## config.mk

```make
export PLATFORM = sky130hd
export DESIGN_NAME = register_file_sb
export DESIGN_NICKNAME = d
export VERILOG_FILES = /design/src/rtl/regfile_pkg.sv /design/src/rtl/regfile_scoreboard.sv /design/src/rtl/register_file_sb.sv
export SDC_FILE = /design/constraint.sdc
export NUM_CORES = 2
export LEC_CHECK = 0
export CORE_UTILIZATION = 45
export DETAILED_ROUTE_END_ITERATION = 12
export PLACE_DENSITY = 0.65
export SLEW_MARGIN = 20
export SYNTH_ARGS = -nofsm -noshare
export SYNTH_HDL_FRONTEND = slang
export SYNTH_HIERARCHICAL = 1
export SYNTH_SLANG_ARGS = --single-unit
```

## constraint.sdc

```tcl
create_clock -name clk -period 52.4 [get_ports clk]
set_input_delay 5.24 -clock clk [delete_from_list [all_inputs] [get_ports clk]]
set_output_delay 5.24 -clock clk [all_outputs]
set_load 0.005 [all_outputs]
```

## src/rtl/regfile_pkg.sv

```systemverilog
// Shared defaults, reset-preset table and popcount helper for register_file_sb.
package regfile_pkg;

  localparam int unsigned XLEN_DEF   = 32;
  localparam int unsigned NREGS_DEF  = 32;

  // Widest busy vector the popcount helper accepts; NREGS must not exceed it.
  localparam int unsigned POPCNT_MAX = 1024;

  // Registers 1..7 come out of reset with these values; everything else is 0.
  localparam int unsigned NPRESET    = 7;

  typedef struct packed {
    logic [7:0]  idx;
    logic [31:0] val;
  } preset_t;

  localparam preset_t PRESET_TBL [NPRESET] = '{
    '{idx: 8'd1, val: 32'd10},
    '{idx: 8'd2, val: 32'd5},
    '{idx: 8'd3, val: 32'd7},
    '{idx: 8'd4, val: 32'd1},
    '{idx: 8'd5, val: 32'd2},
    '{idx: 8'd6, val: 32'd3},
    '{idx: 8'd7, val: 32'd4}
  };

  // Number of set bits; callers zero-extend their vector to POPCNT_MAX.
  function automatic int unsigned popcount(input logic [POPCNT_MAX-1:0] v);
    int unsigned cnt;
    cnt = 0;
    for (int unsigned i = 0; i < POPCNT_MAX; i++) begin
      cnt = cnt + 32'(v[i]);
    end
    return cnt;
  endfunction

endpackage

```

## src/rtl/regfile_scoreboard.sv

```systemverilog
// Per-register busy scoreboard: hazard stall, set/clear priority, busy count.
// Optional macro REGFILE_WB_BYPASS_EN: busy bits cleared by a same-cycle
// write-back do not cause a stall.
module regfile_scoreboard
  import regfile_pkg::*;
#(
  parameter  int unsigned NREGS = NREGS_DEF,
  localparam int unsigned AW    = $clog2(NREGS),
  localparam int unsigned CW    = AW + 1
) (
  input  logic          clk,
  input  logic          rst,
  input  logic [AW-1:0] rs1_i,
  input  logic [AW-1:0] rs2_i,
  input  logic          issue_valid_i,
  input  logic [AW-1:0] issue_rd_i,
  input  logic          wb0_valid_i,
  input  logic [AW-1:0] wb0_rd_i,
  input  logic          wb1_valid_i,
  input  logic [AW-1:0] wb1_rd_i,
  output logic          stall_c_o,
  output logic [CW-1:0] busy_cnt_o
);

  logic [NREGS-1:0] busy_q, busy_d;
  logic [NREGS-1:0] clr_mask, set_mask, busy_eff;
  logic [CW-1:0]    cnt_q, cnt_d;

  // Hazard detection and next busy vector; a new producer's set beats a clear.
  always_comb begin
    clr_mask = '0;
    set_mask = '0;
    if (wb0_valid_i) clr_mask[wb0_rd_i] = 1'b1;
    if (wb1_valid_i) clr_mask[wb1_rd_i] = 1'b1;
`ifdef REGFILE_WB_BYPASS_EN
    busy_eff = busy_q & ~clr_mask;
`else
    busy_eff = busy_q;
`endif
    stall_c_o = issue_valid_i &
                (busy_eff[rs1_i] | busy_eff[rs2_i] | busy_eff[issue_rd_i]);
    if (issue_valid_i && !stall_c_o && (issue_rd_i != '0)) begin
      set_mask[issue_rd_i] = 1'b1;
    end
    busy_d    = (busy_q & ~clr_mask) | set_mask;
    busy_d[0] = 1'b0;
    cnt_d     = CW'(popcount(POPCNT_MAX'(busy_d)));
  end

  // Busy vector and its count register together so the count tracks busy_q.
  always_ff @(posedge clk or posedge rst) begin
    if (rst) begin
      busy_q <= '0;
      cnt_q  <= '0;
    end else begin
      busy_q <= busy_d;
      cnt_q  <= cnt_d;
    end
  end

  assign busy_cnt_o = cnt_q;

endmodule

```

## src/rtl/register_file_sb.sv

```systemverilog
// Parametrised register file: two async read ports, two write-back lanes,
// busy scoreboard for RAW/WAW stalls.
// Optional macro REGFILE_WB_BYPASS_EN: same-cycle write-back forwarding on
// the read ports and no stall on a register being written back this cycle.
module register_file_sb
  import regfile_pkg::*;
#(
  parameter  int unsigned XLEN  = XLEN_DEF,
  parameter  int unsigned NREGS = NREGS_DEF,
  localparam int unsigned AW    = $clog2(NREGS)
) (
  input  logic            clk,
  input  logic            rst,
  input  logic [AW-1:0]   rs1,
  input  logic [AW-1:0]   rs2,
  output logic [XLEN-1:0] rs1_data,
  output logic [XLEN-1:0] rs2_data,
  input  logic            issue_valid,
  input  logic [AW-1:0]   issue_rd,
  output logic            stall,
  input  logic            wb0_valid,
  input  logic [AW-1:0]   wb0_rd,
  input  logic [XLEN-1:0] wb0_data,
  input  logic            wb1_valid,
  input  logic [AW-1:0]   wb1_rd,
  input  logic [XLEN-1:0] wb1_data,
  output logic [AW:0]     busy_cnt
);

  logic [XLEN-1:0] regs_q [NREGS];
  logic [XLEN-1:0] regs_d [NREGS];

  // Write-back merge; lane 1 is applied last so it wins on a shared rd.
  always_comb begin
    regs_d = regs_q;
    if (wb0_valid && (wb0_rd != '0)) regs_d[wb0_rd] = wb0_data;
    if (wb1_valid && (wb1_rd != '0)) regs_d[wb1_rd] = wb1_data;
  end

  // Storage; reset clears everything then loads the preset table.
  always_ff @(posedge clk or posedge rst) begin
    if (rst) begin
      for (int unsigned i = 0; i < NREGS; i++) begin
        regs_q[i] <= '0;
      end
      for (int unsigned p = 0; p < NPRESET; p++) begin
        regs_q[AW'(PRESET_TBL[p].idx)] <= XLEN'(PRESET_TBL[p].val);
      end
    end else begin
      regs_q <= regs_d;
    end
  end

  // Read muxes; register 0 always reads as zero.
  always_comb begin
    rs1_data = (rs1 == '0) ? '0 : regs_q[rs1];
    rs2_data = (rs2 == '0) ? '0 : regs_q[rs2];
`ifdef REGFILE_WB_BYPASS_EN
    if (rs1 != '0) begin
      if (wb1_valid && (wb1_rd == rs1))      rs1_data = wb1_data;
      else if (wb0_valid && (wb0_rd == rs1)) rs1_data = wb0_data;
    end
    if (rs2 != '0) begin
      if (wb1_valid && (wb1_rd == rs2))      rs2_data = wb1_data;
      else if (wb0_valid && (wb0_rd == rs2)) rs2_data = wb0_data;
    end
`endif
  end

  regfile_scoreboard #(
    .NREGS (NREGS)
  ) u_sb (
    .clk           (clk),
    .rst           (rst),
    .rs1_i         (rs1),
    .rs2_i         (rs2),
    .issue_valid_i (issue_valid),
    .issue_rd_i    (issue_rd),
    .wb0_valid_i   (wb0_valid),
    .wb0_rd_i      (wb0_rd),
    .wb1_valid_i   (wb1_valid),
    .wb1_rd_i      (wb1_rd),
    .stall_c_o     (stall),
    .busy_cnt_o    (busy_cnt)
  );

endmodule
```

==> results.ini <==
[die]
io_pins=165
start_util_pct=45.3
dieArea_sq_um=152000
core_area_sq_um=150000
row_count=142
fp.dieW_microns=390
die_y_microns=390

[global_route]
first_global_vias=52300
grt-ovfl-total=0
antenna_found_initial=30
grt_pass1_wl_microns=377000
track_usage_pct=34.0
grt_start_max_net_pins=177

[clock_network]
numCtsBuffers=116
htree_levels=3
cts_tree=built
cts_sinks=1061
clk_pin_slew_ns=0.06
cts_max_path_buffers=3
cts_setup_buffers=0
cts_resized=0
cts_hold_buf=0
clkLatencyLatePin_ns=0.77
clock-root-buffer=clkbuf_16

[run_status]
status=finished clean

[pwr]
p_total_uw=2940
ir_drop_uv=65.6
clkPwrFrac_pct=29.7
power.switching_uw=947
intPower_uw=1990
pwr-share-comb_pct=28.9
power.leakage_uw=0.0307
powerDensity_nw_per_um2=39.9
pwr-share-seq_pct=41.4
swShare_pct=32.2

[detailed_routing]
drt_iter0_drc=9008
via_per_inst=6.77
via_count=55000
ant_nets=0
dr.pass1.iters=8
routed_wl_microns=263000
wl_per_cell_microns=32.4
post-route-drc-count=0

[placement]
gp_congestion=0.897
io_buffers=164
place_worst_setup_slack_ns=37.45
post-dp-hpwl_microns=144000

[timing]
rsz0062_at_grt=false
slew_headroom_pct=15.8
worst_pin_slew_ns=1.26
layout_min_cycle_time_ns=14.93
hold_viol=0
setup_violations=0
fmax_ghz=0.0670
final-max-slew-violation-count=0
layout_setup_ws_ns=37.47
period_share_pct=28.5
setup-tns-final_ns=0
fin_worst_skew_ns=0.0249

[yosys]
postSynthAreaPerCell_sq_um=10.7
yosysSeqAreaShare_pct=39.1
synth_edf_count=0
synth.distinct_cells=71
async_reset_ff_share_pct=100
syn_nets=6462
synth_warnings=6
syn-instance-count=6338
netlist_area_sq_um=67900
synth_seq_cells=1061
synth_ff_type=dfrtp_1

[worst_hold_path]
hp-class=reg2reg

[finish]
num-fill-cells=13200
synthToLayoutAreaGrowth_pct=8.31
drive_gt1_share_pct=16.7
final_nets=6124

[worst_setup_path]
startpoint_type=input port
path_max_fanout=41
cp_data_arrival_time_ns=9.69
end_kind=primary output
critPathRequiredTime_ns=47.16
critical_path_class=in2out

[flow_run]
max_cap_viol_count=0

[logic make-up (layout without fill, tap and decap cells)]
group | after synthesis | count (layout) | synth area share [%]
AOI/OAI and AO/OA | 1452 | 1452 | 12.3
xor gates and xnor gates | 3 | 3 | 0.0387
adders and majority gates | 30 | 30 | 0.807
buffers and inverters | 793 | 547 | 5.86
DFF | 1061 | 1061 | 39.1
muxes | 1664 | 1664 | 33.2
other | 0 | 12 | 0
and+or+nand+nor | 1335 | 1335 | 8.63
[final timing paths]
path,from,slack [ns],cells past startpoint,endpoint
min reg2reg,regs_q[1015],0.39,0,regs_q[1015]
max reg2reg,u_sb/busy_eff[15],45.08,19,u_sb/busy_cnt_o[4]
max in group asynchronous,rst,44.35,5,regs_q[916]
min in group asynchronous,rst,5.00,2,regs_q[953]
min,regs_q[1015],0.39,0,regs_q[1015]
max,rs2[0],37.47,10,stall
[flip-flops by register name, summed over array words and instances (netlist names)]
signal / cells
regs_q: 1024
u_sb/busy_eff: 31
u_sb/busy_cnt_o: 6
[power groups by stage]
stage,combinational [uW],sequential [uW],clock (uW)
floorplan,660,1160,0
global placement,820,1200,0
detailed placement,842,1210,0
CTS,842,1200,877
global route,929,1230,905
finish,849,1210,873
[critical path: stages]
cell and delay (ns):
buf_6 0.37, buf_4 0.67, buf_4 0.69, mux4_2 0.59, mux2i_1 0.16, nor3b_1 0.07
a211o_1 0.30, or4_4 0.76, o21a_1 0.27, clkdlybuf4s50_1 0.43
[final cells by class]
type,count,area [sq um],area share [%]
Clock buffer,179,3470,4.72
Inverter,36,148,0.201
Multi-Input combinational cell,4484,37700,51.3
Antenna cell,12,30.0,0.0408
Timing Repair Buffer,301,2600,3.53
Sequential cell,1061,26600,36.1
Tap cell,2016,2520,3.43
Clock inverter,31,468,0.637
[cell usage after synthesis, drive strengths merged (4+ instances only)]
library cell | count | area share (%)
mux2 | 71 | 1.2
o21ai | 593 | 4.4
nor2b | 74 | 0.69
inv | 36 | 0.20
and3b | 12 | 0.15
ha | 7 | 0.13
nand4 | 6 | 0.10
mux2i | 1129 | 17
dfrtp | 1049 | 39
fa | 23 | 0.68
a22oi | 95 | 1.1
a311oi | 64 | 0.83
o41ai | 9 | 0.15
a211oi | 65 | 0.72
or3b | 4 | 0.052
nor2 | 558 | 3.3
clkbuf | 439 | 2.5
or3 | 6 | 0.055
buf | 318 | 3.2
and2 | 4 | 0.037
nor3b | 12 | 0.13
nand2b | 7 | 0.065
nand3 | 9 | 0.066
or4 | 4 | 0.061
o31a | 6 | 0.077
o2111ai | 18 | 0.23
mux4 | 464 | 15
a221oi | 47 | 0.62
dfstp | 12 | 0.46
nand4b | 6 | 0.17
nand2 | 604 | 3.4
nor3 | 8 | 0.13
and3 | 8 | 0.074
o31ai | 23 | 0.25
a21oi | 518 | 3.8
[layer usage]
metal  track usage, %  wire [microns]  up-vias
li1                 -               -    22500
met1             46.7          102000    27300
met2             47.2          109000     4268
met3             12.1           37300      867
met4             17.3           14600       34
met5                0             241        -
[placed cells by master (no fill, tap or decap), types with 7 or more instances in the layout]
cell                n
fa_1               23
dfrtp_1          1049
nand3_1             9
clkbuf_8           31
nor2_1            526
o31ai_1            23
a21oi_1           517
ha_1                7
mux2_2             71
bufinv_16          12
clkinv_2           15
buf_2              41
a211oi_1           65
diode_2            12
and3b_1            12
nand2_1           577
clkdlybuf4s50_1   117
nor3b_1            11
a22oi_1            95
inv_1              33
buf_4             128
and3_1              8
mux2i_1          1129
o21ai_0           236
clkbuf_1           31
nor2b_1            70
clkbuf_16         117
mux4_2            464
nand2_4            27
o21ai_1           357
a311oi_1           58
dfstp_2            12
nor2_4             31
a221oi_1           45
o2111ai_1          18
[per-stage QoR]
step	hold slack (ns)	utilization [%]	instance area (sq um)	std cells
4_1_cts	0.398	49.1	73500	8105
3_3_place_gp	0.376	46.5	69600	7895
5_1_grt	0.408	49.1	73500	8111
6_report	0.395	49.1	73500	8120
2_1_floorplan	0.441	-	67900	6338
3_5_place_dp	0.384	46.4	69600	7895
Power figures use the tool's default switching activity.
